## src/rtl/sophon_pkg.sv

```systemverilog
// Shared SOPHON types: LSU request/ack structs used by the ITCM arbiter,
// plus the external-channel bridge state enum, queue entry and window defaults.
package sophon_pkg;

  typedef struct packed {
    logic        req;
    logic        we;
    logic [3:0]  be;
    logic [31:0] addr;
    logic [31:0] wdata;
  } lsu_req_t;

  typedef struct packed {
    logic        ack;
    logic        error;
    logic [31:0] rdata;
  } lsu_ack_t;

  typedef enum logic [1:0] {
    BR_IDLE = 2'd0,
    BR_REQ  = 2'd1,
    BR_GAP  = 2'd2
  } itcm_br_state_e;

  localparam logic [31:0] ITCM_BASE_ADDR  = 32'h8000_0000;
  localparam logic [31:0] ITCM_SIZE_BYTES = 32'h0001_0000;

  typedef struct packed {
    logic [31:0] addr;
    logic [31:0] wdata;
    logic        we;
    logic [3:0]  strb;
  } itcm_br_entry_t;

  // Wrapping subtraction makes addresses below the base land far above size.
  function automatic logic in_itcm_window(input logic [31:0] addr,
                                          input logic [31:0] base,
                                          input logic [31:0] size);
    logic [31:0] offset;
    offset = addr - base;
    return (offset < size);
  endfunction

endpackage

```

## src/rtl/itcm_ext_req_fifo.sv

```systemverilog
// Generic DEPTH-entry request FIFO with wrap-bit pointers; head is read
// combinationally. A push while full is accepted when a pop happens the same cycle.
module itcm_ext_req_fifo #(
  parameter int unsigned DEPTH = 2,
  parameter int unsigned WIDTH = 69
) (
  input  logic             clk_i,
  input  logic             rst_ni,
  input  logic             push_i,
  input  logic [WIDTH-1:0] wdata_i,
  input  logic             pop_i,
  output logic [WIDTH-1:0] rdata_o,
  output logic             full_o,
  output logic             empty_o
);

  localparam int unsigned AW = (DEPTH > 1) ? $clog2(DEPTH) : 1;

  logic [AW:0]      wr_ptr_q;
  logic [AW:0]      rd_ptr_q;
  logic [WIDTH-1:0] mem_q [DEPTH];
  logic             push_ok;
  logic             pop_ok;

  function automatic logic [AW:0] ptr_inc(input logic [AW:0] p);
    if (p[AW-1:0] == AW'(DEPTH - 1)) begin
      return {~p[AW], {AW{1'b0}}};
    end
    return {p[AW], p[AW-1:0] + AW'(1)};
  endfunction

  assign empty_o = (wr_ptr_q == rd_ptr_q);
  assign full_o  = (wr_ptr_q[AW-1:0] == rd_ptr_q[AW-1:0]) &&
                   (wr_ptr_q[AW] != rd_ptr_q[AW]);
  assign pop_ok  = pop_i & ~empty_o;
  assign push_ok = push_i & (~full_o | pop_ok);
  assign rdata_o = mem_q[rd_ptr_q[AW-1:0]];

  always_ff @(posedge clk_i or negedge rst_ni) begin
    if (!rst_ni) begin
      wr_ptr_q <= '0;
      rd_ptr_q <= '0;
    end else begin
      if (push_ok) wr_ptr_q <= ptr_inc(wr_ptr_q);
      if (pop_ok)  rd_ptr_q <= ptr_inc(rd_ptr_q);
    end
  end

  always_ff @(posedge clk_i) begin
    if (push_ok) mem_q[wr_ptr_q[AW-1:0]] <= wdata_i;
  end

endmodule

```

## src/rtl/itcm_ext_bridge.sv

```systemverilog
// Feeds the ITCM arbiter's external channel from a queued system-side
// valid/ready port, with window check, ack timeout and a one-entry response slot.
module itcm_ext_bridge
  import sophon_pkg::*;
#(
  parameter int unsigned REQ_DEPTH = 2,
  parameter logic [31:0] ITCM_BASE = ITCM_BASE_ADDR,
  parameter logic [31:0] ITCM_SIZE = ITCM_SIZE_BYTES,
  parameter int unsigned TIMEOUT   = 16
) (
  input  logic           clk_i,
  input  logic           rst_ni,
  // Valid/ready channels: a beat transfers on the rising edge where valid and
  // ready are both high; valid and payload hold until then, ready never waits on valid.
  input  logic           s_req_valid_i,
  output logic           s_req_ready_o,
  input  logic [31:0]    s_req_addr_i,
  input  logic [31:0]    s_req_wdata_i,
  input  logic           s_req_we_i,
  input  logic [3:0]     s_req_strb_i,
  output logic           s_rsp_valid_o,
  input  logic           s_rsp_ready_i,
  output logic [31:0]    s_rsp_rdata_o,
  output logic           s_rsp_error_o,
  output lsu_req_t       ext_itcm_req_o,
  input  lsu_ack_t       ext_itcm_ack_i,
  output logic           busy_o,
  output itcm_br_state_e dbg_state_o
);

  localparam int unsigned CW = $clog2(TIMEOUT);

  itcm_br_state_e state_q, state_d;
  logic [CW-1:0]  cnt_q, cnt_d;
  logic           oor_pend_q;
  lsu_req_t       req_q;
  logic           rsp_valid_q;
  logic [31:0]    rsp_rdata_q;
  logic           rsp_error_q;

  itcm_br_entry_t push_entry;
  itcm_br_entry_t head;
  logic           fifo_full;
  logic           fifo_empty;
  logic           push;
  logic           pop;
  logic           launch;
  logic           oor_set;
  logic           rsp_load;
  logic [31:0]    rsp_rdata_d;
  logic           rsp_error_d;
  logic           head_in_range;
  logic           can_launch;

  assign push_entry = '{addr: s_req_addr_i, wdata: s_req_wdata_i,
                        we: s_req_we_i, strb: s_req_strb_i};
  assign push       = s_req_valid_i & s_req_ready_o;

  itcm_ext_req_fifo #(
    .DEPTH (REQ_DEPTH),
    .WIDTH ($bits(itcm_br_entry_t))
  ) u_req_fifo (
    .clk_i   (clk_i),
    .rst_ni  (rst_ni),
    .push_i  (push),
    .wdata_i (push_entry),
    .pop_i   (pop),
    .rdata_o (head),
    .full_o  (fifo_full),
    .empty_o (fifo_empty)
  );

  assign head_in_range = in_itcm_window(head.addr, ITCM_BASE, ITCM_SIZE);
  // A pending out-of-range error owns the slot for the GAP cycle, so nothing launches then.
  assign can_launch    = ~fifo_empty & (~rsp_valid_q | s_rsp_ready_i) & ~oor_pend_q;

  always_comb begin
    state_d     = state_q;
    cnt_d       = cnt_q;
    pop         = 1'b0;
    launch      = 1'b0;
    oor_set     = 1'b0;
    rsp_load    = 1'b0;
    rsp_error_d = 1'b0;
    rsp_rdata_d = '0;
    case (state_q)
      BR_REQ: begin
        if (ext_itcm_ack_i.ack) begin
          rsp_load    = 1'b1;
          rsp_error_d = ext_itcm_ack_i.error;
          rsp_rdata_d = (req_q.we || ext_itcm_ack_i.error) ? '0 : ext_itcm_ack_i.rdata;
          state_d     = BR_GAP;
        end else if (cnt_q == CW'(TIMEOUT - 1)) begin
          rsp_load    = 1'b1;
          rsp_error_d = 1'b1;
          state_d     = BR_GAP;
        end else begin
          cnt_d = cnt_q + CW'(1);
        end
      end
      default: begin
        // IDLE and GAP share launch logic; GAP keeps req low for one cycle.
        if (oor_pend_q) begin
          rsp_load    = 1'b1;
          rsp_error_d = 1'b1;
          state_d     = BR_IDLE;
        end else if (can_launch) begin
          pop = 1'b1;
          if (head_in_range) begin
            launch  = 1'b1;
            cnt_d   = '0;
            state_d = BR_REQ;
          end else begin
            oor_set = 1'b1;
            state_d = BR_GAP;
          end
        end else begin
          state_d = BR_IDLE;
        end
      end
    endcase
  end

  always_ff @(posedge clk_i or negedge rst_ni) begin
    if (!rst_ni) begin
      state_q     <= BR_IDLE;
      cnt_q       <= '0;
      oor_pend_q  <= 1'b0;
      req_q       <= '0;
      rsp_valid_q <= 1'b0;
      rsp_rdata_q <= '0;
      rsp_error_q <= 1'b0;
    end else begin
      state_q    <= state_d;
      cnt_q      <= cnt_d;
      oor_pend_q <= oor_set;
      req_q.req  <= (state_d == BR_REQ);
      if (launch) begin
        req_q.addr  <= head.addr;
        req_q.wdata <= head.wdata;
        req_q.we    <= head.we;
        req_q.be    <= head.strb;
      end
      if (rsp_load) begin
        rsp_valid_q <= 1'b1;
        rsp_rdata_q <= rsp_rdata_d;
        rsp_error_q <= rsp_error_d;
      end else if (rsp_valid_q && s_rsp_ready_i) begin
        rsp_valid_q <= 1'b0;
      end
    end
  end

  assign s_req_ready_o  = ~fifo_full;
  assign s_rsp_valid_o  = rsp_valid_q;
  assign s_rsp_rdata_o  = rsp_rdata_q;
  assign s_rsp_error_o  = rsp_error_q;
  assign ext_itcm_req_o = req_q;
  assign busy_o         = ~fifo_empty | (state_q != BR_IDLE);
  assign dbg_state_o    = state_q;

endmodule
```

## config.mk

```make
export PLATFORM = sky130hd
export DESIGN_NAME = itcm_ext_bridge
export DESIGN_NICKNAME = d
export VERILOG_FILES = /design/src/rtl/sophon_pkg.sv /design/src/rtl/itcm_ext_req_fifo.sv /design/src/rtl/itcm_ext_bridge.sv
export SDC_FILE = /design/constraint.sdc
export NUM_CORES = 1
export LEC_CHECK = 0
export ABC_AREA = 1
export ABC_CLOCK_PERIOD_IN_PS = 9300
export CORE_UTILIZATION = 40
export CTS_CLUSTER_DIAMETER = 200
export DETAILED_ROUTE_END_ITERATION = 7
export MAX_ROUTING_LAYER = met4
export PLACE_DENSITY = 0.66
export SLEW_MARGIN = 20
export SYNTH_ARGS = -nofsm -noshare
export SYNTH_HDL_FRONTEND = slang
export SYNTH_SLANG_ARGS = --single-unit
```

## constraint.sdc

```tcl
create_clock -name clk_i -period 9.3 [get_ports clk_i]
set_input_delay 1.395 -clock clk_i [delete_from_list [all_inputs] [get_ports clk_i]]
set_output_delay 1.395 -clock clk_i [all_outputs]
set_load 0.1 [all_outputs]
```

# Word level (Yosys, flattened, before mapping)
# Memory sizes are Yosys's and may differ from the RTL's.
# Cells that the tools add are included.
# word_totals
ff_bits	115
latchBits	0
mem_bits_rw	138
romBits	0
output_inout_bits	108
elab_cells	98
mem_count	1
# mem_list
memory	words	word_bits	read_ports	rd_ports_with_merged_regs	write_ports	line	source
u_req_fifo.mem_q	2	69	1	0	1	itcm_ext_req_fifo.sv:21	logic [WIDTH-1:0] mem_q [DEPTH];
# op_classes
addsub	4
n_mul	0
div_mod_pow	0
magnitude_cmp	1
eq_ne	9
shift	0
mux	44
n_bitwise	14
reduce_logical	10
# ops
op	n
2-to-1 mux 32 bit	3
< comparator 32 x 17 -> 1 bit, second input constant	1
subtractor 32 bit, second input constant	1
2-to-1 mux 1 bit	27
2-to-1 mux 4 bit	6
2-to-1 mux 2 bit	8
nonzero test 2 bit	4
NOT 1 bit	6
AND 1 bit	5
AND reduction 5 bit	1
adder 4 x 1 -> 4 bit, second input constant	1
equality test 2 x 1 -> 1 bit, second input constant	2
equality test 4 bit, second input constant	1
!= test 2 bit, second input constant	2
AND reduction 2 bit	2
OR 1 bit	3
adder 1 bit, second input constant	2
equality test 2 bit	1
logical AND 1 bit	2
!= test 2 x 1 -> 1 bit, second input constant	1
equality test 1 bit	1
logical OR 1 bit	1
!= test 1 bit	1

# Logic depth before layout (Yosys ltp)
# logic_depth
depth_word	12
ltp_mapped	14
mapped_depth_nobuf	10

# Modules after synthesis
# Synthesis repeated with hierarchy kept, for this count alone.
# unflattened
cells_unflattened	882
hier_area_um2	9654.3
# modules_own_cells
mod	instances	cells_per_inst	area_each_um2	seq_area_each_um2
itcm_ext_req_fifo	1	397	5260.0	4244.1
itcm_ext_bridge	1	485	4394.2	2777.7

# Worst setup path after synthesis
# OpenSTA, ideal clock, no wires.
# synth_timing
path_kind	register -> register
from	reg u_req_fifo.rd_ptr_q[0]
to	mem u_req_fifo.mem_q[1][0], enable pin
arrival_ns	4.652
t_required_ns	8.799
path_slack_ns	4.147
path_stages_with_launch	6
n_path_buf	1
synth_period_minus_slack_ns	5.153
path_cell_list	dfrtp_1 buf_6 xor2_1 nand2b_1 nand2_1 nor2_1
# synth_via
word_cells_on_any_way	16
# synth_rtl
element	line	source
start: declaration	itcm_ext_req_fifo.sv:20	logic [AW:0] rd_ptr_q;
start signal: assignment	itcm_ext_req_fifo.sv:45	if (pop_ok) rd_ptr_q <= ptr_inc(rd_ptr_q);
equality test 1 bit (*)	itcm_ext_req_fifo.sv:33	assign full_o = (wr_ptr_q[AW-1:0] == rd_ptr_q[AW-1:0]) &&
logical AND 1 bit (*)	itcm_ext_req_fifo.sv:33	
NOT 1 bit (*)	itcm_ext_bridge.sv:154	assign s_req_ready_o = ~fifo_full;
named net s_req_ready_o	itcm_ext_bridge.sv:16	output logic s_req_ready_o,
AND 1 bit / OR 1 bit (equally long branches)	itcm_ext_bridge.sv:57, itcm_ext_req_fifo.sv:36	
AND 1 bit (*)	itcm_ext_req_fifo.sv:36	assign push_ok = push_i & (~full_o | pop_ok);
2-to-1 mux 1 bit (*)	itcm_ext_req_fifo.sv:50	if (push_ok) mem_q[wr_ptr_q[AW-1:0]] <= wdata_i;
2-to-1 mux 1 bit (implied by the code) (*)	itcm_ext_req_fifo.sv:50	
end: declaration	itcm_ext_req_fifo.sv:21	
# The timed path passes the listed nets; every way through them passes the cells marked *.

# Final worst setup path
# layout_timing
from	reg u_req_fifo.rd_ptr_q[0]
to	out s_req_ready_o
# layout_via
elab_chain_len	3
# layout_lines
element	line
equality test 1 bit	itcm_ext_req_fifo.sv:33
logical AND 1 bit	itcm_ext_req_fifo.sv:33
NOT 1 bit	itcm_ext_bridge.sv:154
end: declaration	itcm_ext_bridge.sv:16
# Every way passes these cells.

==> results by group <==
Global routing
  • Grt total ovfl: 0
  • Total track usage: 0.171
  • Initial antenna violation count: 1
  • First-pass GRT wire length: ~31000 um
  • Number of global-route vias before repair: 5858
  • Largest net degree at the start of global routing: 113

Setup path
  • Startpoint types: flop
  • Worst Path Required: 7910 ps
  • Worst Path Arrival: about 2800 ps
  • Crit Path Class: reg -> out
  • Critical path origin: u_req_fifo.rd_ptr_q[0]
  • Setup crit end kind: output port
  • R2r startpoint: u_req_fifo.rd_ptr_q[0]
  • CP Max Fanout: 33

Drt
  • DR WL/cell: 15.9 um
  • DR iter-0 viols: ~250
  • Residual DRC: 0
  • Via count: slightly below 6000
  • Vias per inst: between 4 and 5
  • 1st-pass router iterations: 5
  • Antenna viol nets, final: 0
  • Drt total wl: around 19000 um

Final layout
  • Filler cells: 1893
  • Area delta synth->final: 35.9%
  • FF/Latch Area: 7030 um2
  • Post-layout nets: between 1000 and 1500
  • Most frequent cells in the layout: clkdlybuf4s50_1, nand2_1, edfxtp_1
  • Final core occ: 0.556
  • Share of cells above drive strength 1: 0.0640
  • Most common cell after layout, fill and taps aside: clkdlybuf4s50_1
  • Final Cell Area: about 13000 um2
  • Area of the multi-input gates: roughly 2000 um2
  • Finished Layout Cells: approximately 1200

Power and ir drop
  • P_int: 2.34 mW
  • Register share of total power: 0.459
  • LEAKAGE: roughly 5.4 nW
  • Combinational share of power: 0.201
  • Clock Power Share: 0.340
  • Peak VDD IR: around 0.16 mV
  • Pwr Total: 3.29 mW
  • NetSw: roughly 0.95 mW
  • Sw frac: 0.289
  • Power Density: roughly 260 nW/um2

Floorplanning
  • Area of the die: between 20000 and 25000 um2
  • Row Count: between 50 and 60
  • Number of I/O pins: ~220
  • Core ar.: 22700 um2
  • Die W: 154 um
  • Starting Density: 0.409
  • Die Span Y: approximately 150 um

STA
  • Tcrit/Tclk final: 0.452
  • Worst clock skew: 8.98 ps
  • Worst slew pin tran: roughly 1000 ps
  • Slew Limit Fails: 0
  • Hold Slack: around 470 ps
  • Final hold violation count: 0
  • Tmin final: between 4000 and 5000 ps
  • RSZ-0062 raised after global routing: false
  • Post-route worst setup slack: 5100 ps
  • Final setup fails: 0
  • Setup_tns: 0 ps
  • Worst slew margin: 0.300
  • Fmax: between 200 and 250 MHz

Job
  • Number of max-cap violations: 0

Place
  • Place WS: 5560 ps
  • Port bufs: ~210
  • Placed Area: 11700 um2
  • Dpl cells: 1175
  • HPWL after DPL: between 10000 and 15000 um
  • GPL Wtd Cong: between 0.7 and 0.8

Clock network
  • Sink Count: 253
  • CTS Hold Bufs: 0
  • Setup Fix Bufs, Post-CTS: 0
  • TritonCTS clock tree: done
  • CTS max path bufs: 3
  • Clk slew on worst S/H paths: about 60 ps
  • Total CTS buffers: 26
  • Clk Latency, worst-skew pair: 520 ps
  • Clock Tree Root: clkbuf_16
  • Post-CTS sizing: 0
  • H-tree level count: 1

Min path
  • HP Class: reg -> reg
  • Hold path startpoint: ext_itcm_req_o[48]

Logic synthesis
  • Total nets after synthesis: between 800 and 900
  • Netlist Area Pre-Place: just over 9000 um2
  • #FFs+latches synth: between 200 and 300
  • Distinct cells, synth: 24
  • Register area share after synthesis: 0.756
  • Synth warnings: 0
  • Avg Cell Area, Syn: between 10 and 15 um2
  • Cells after Synth: 701

Run status
  • Status: finished, final reports clean
## layer usage
metal  routed length (um)  global-route usage
met2                 9170               0.277
met4                  329              0.0410
met3                 1320              0.0398
met1                 8650               0.219
met5                    0                   -
## cell families (layout without fill, tap and decap cells)
| family | after synthesis | count (layout) | synth area share |
|---|---|---|---|
| buffers and inverters | 62 | 299 | 0.0323 |
| AND/OR/NAND/NOR | 269 | 269 | 0.116 |
| XOR/XNOR | 6 | 6 | 0.00566 |
| multiplexers | 53 | 53 | 0.0571 |
| flip-flops | 253 | 253 | 0.756 |
| other | 0 | 1 | 0 |
| adder cells (fa/ha/maj) | 1 | 1 | 0.00135 |
| AO/OA/AOI/OAI | 57 | 57 | 0.0311 |
## final cells by class
type                    instances  share of cell area
diodes                          1            0.000198
flip-flops and latches        253               0.557
multi-input cells             386               0.158
repair buffers                221               0.174
inverters                      30             0.00912
clock inverters                17              0.0193
clock buffers                  31              0.0547
well taps                     285              0.0283
## synthesized netlist by cell type
cell type / number / share of area
clkbuf_1: 10 / 0.0040
o21ai_0: 27 / 0.015
nor2_1: 20 / 0.0081
mux2i_1: 53 / 0.057
nand3_1: 38 / 0.020
nand2_1: 204 / 0.082
nand3_2: 1 / 0.0011
xor2_1: 5 / 0.0047
dfrtp_1: 115 / 0.31
buf_2: 16 / 0.0086
inv_4: 1 / 0.00067
ha_1: 1 / 0.0013
and2_1: 1 / 0.00067
or2_2: 1 / 0.00067
edfxtp_1: 138 / 0.45
o21ai_1: 28 / 0.015
nor3_1: 1 / 0.00054
nor2_2: 2 / 0.0013
inv_1: 29 / 0.012
buf_6: 6 / 0.0073
nand2b_1: 1 / 0.00067
o32ai_1: 1 / 0.00094
a21oi_1: 1 / 0.00054
xnor2_1: 1 / 0.00094
## power by group through the flow
stage	Clock (mW)	Combinational (mW)	Sequential (mW)
floorplan	0	0.438	1.56
global placement	0	0.670	1.53
detailed placement	0	0.674	1.53
CTS	1.14	0.677	1.51
global route	1.19	0.721	1.53
finish	1.12	0.661	1.51
## flip-flops by register name, indices dropped and copies added, names as in the netlist
name	count
s_rsp_valid_o	1
u_req_fifo.rd_ptr_q	2
s_rsp_rdata_o	32
oor_pend_q	1
cnt_q	4
dbg_state_o	2
u_req_fifo.mem_q	138
u_req_fifo.wr_ptr_q	2
ext_itcm_req_o	70
s_rsp_error_o	1
## critical path, cell delays in order, from the launching register on
cell	delay [ps]
dfrtp_4	740
xor2_1	220
nand2b_1	170
clkdlybuf4s50_1	1160
## final timing paths
kind                                     endpoint  slack (ps)  depth (start not counted)
hold reg to reg                ext_itcm_req_o[48]         470                          2
setup reg to reg               ext_itcm_req_o[40]        6690                         10
max in group asynchronous  u_req_fifo.rd_ptr_q[0]        6990                          2
min in group asynchronous      ext_itcm_req_o[57]         880                          1
hold / removal                 ext_itcm_req_o[48]         470                          2
setup / recovery                    s_req_ready_o        5100                          3
(Power assumes the default switching activity.)
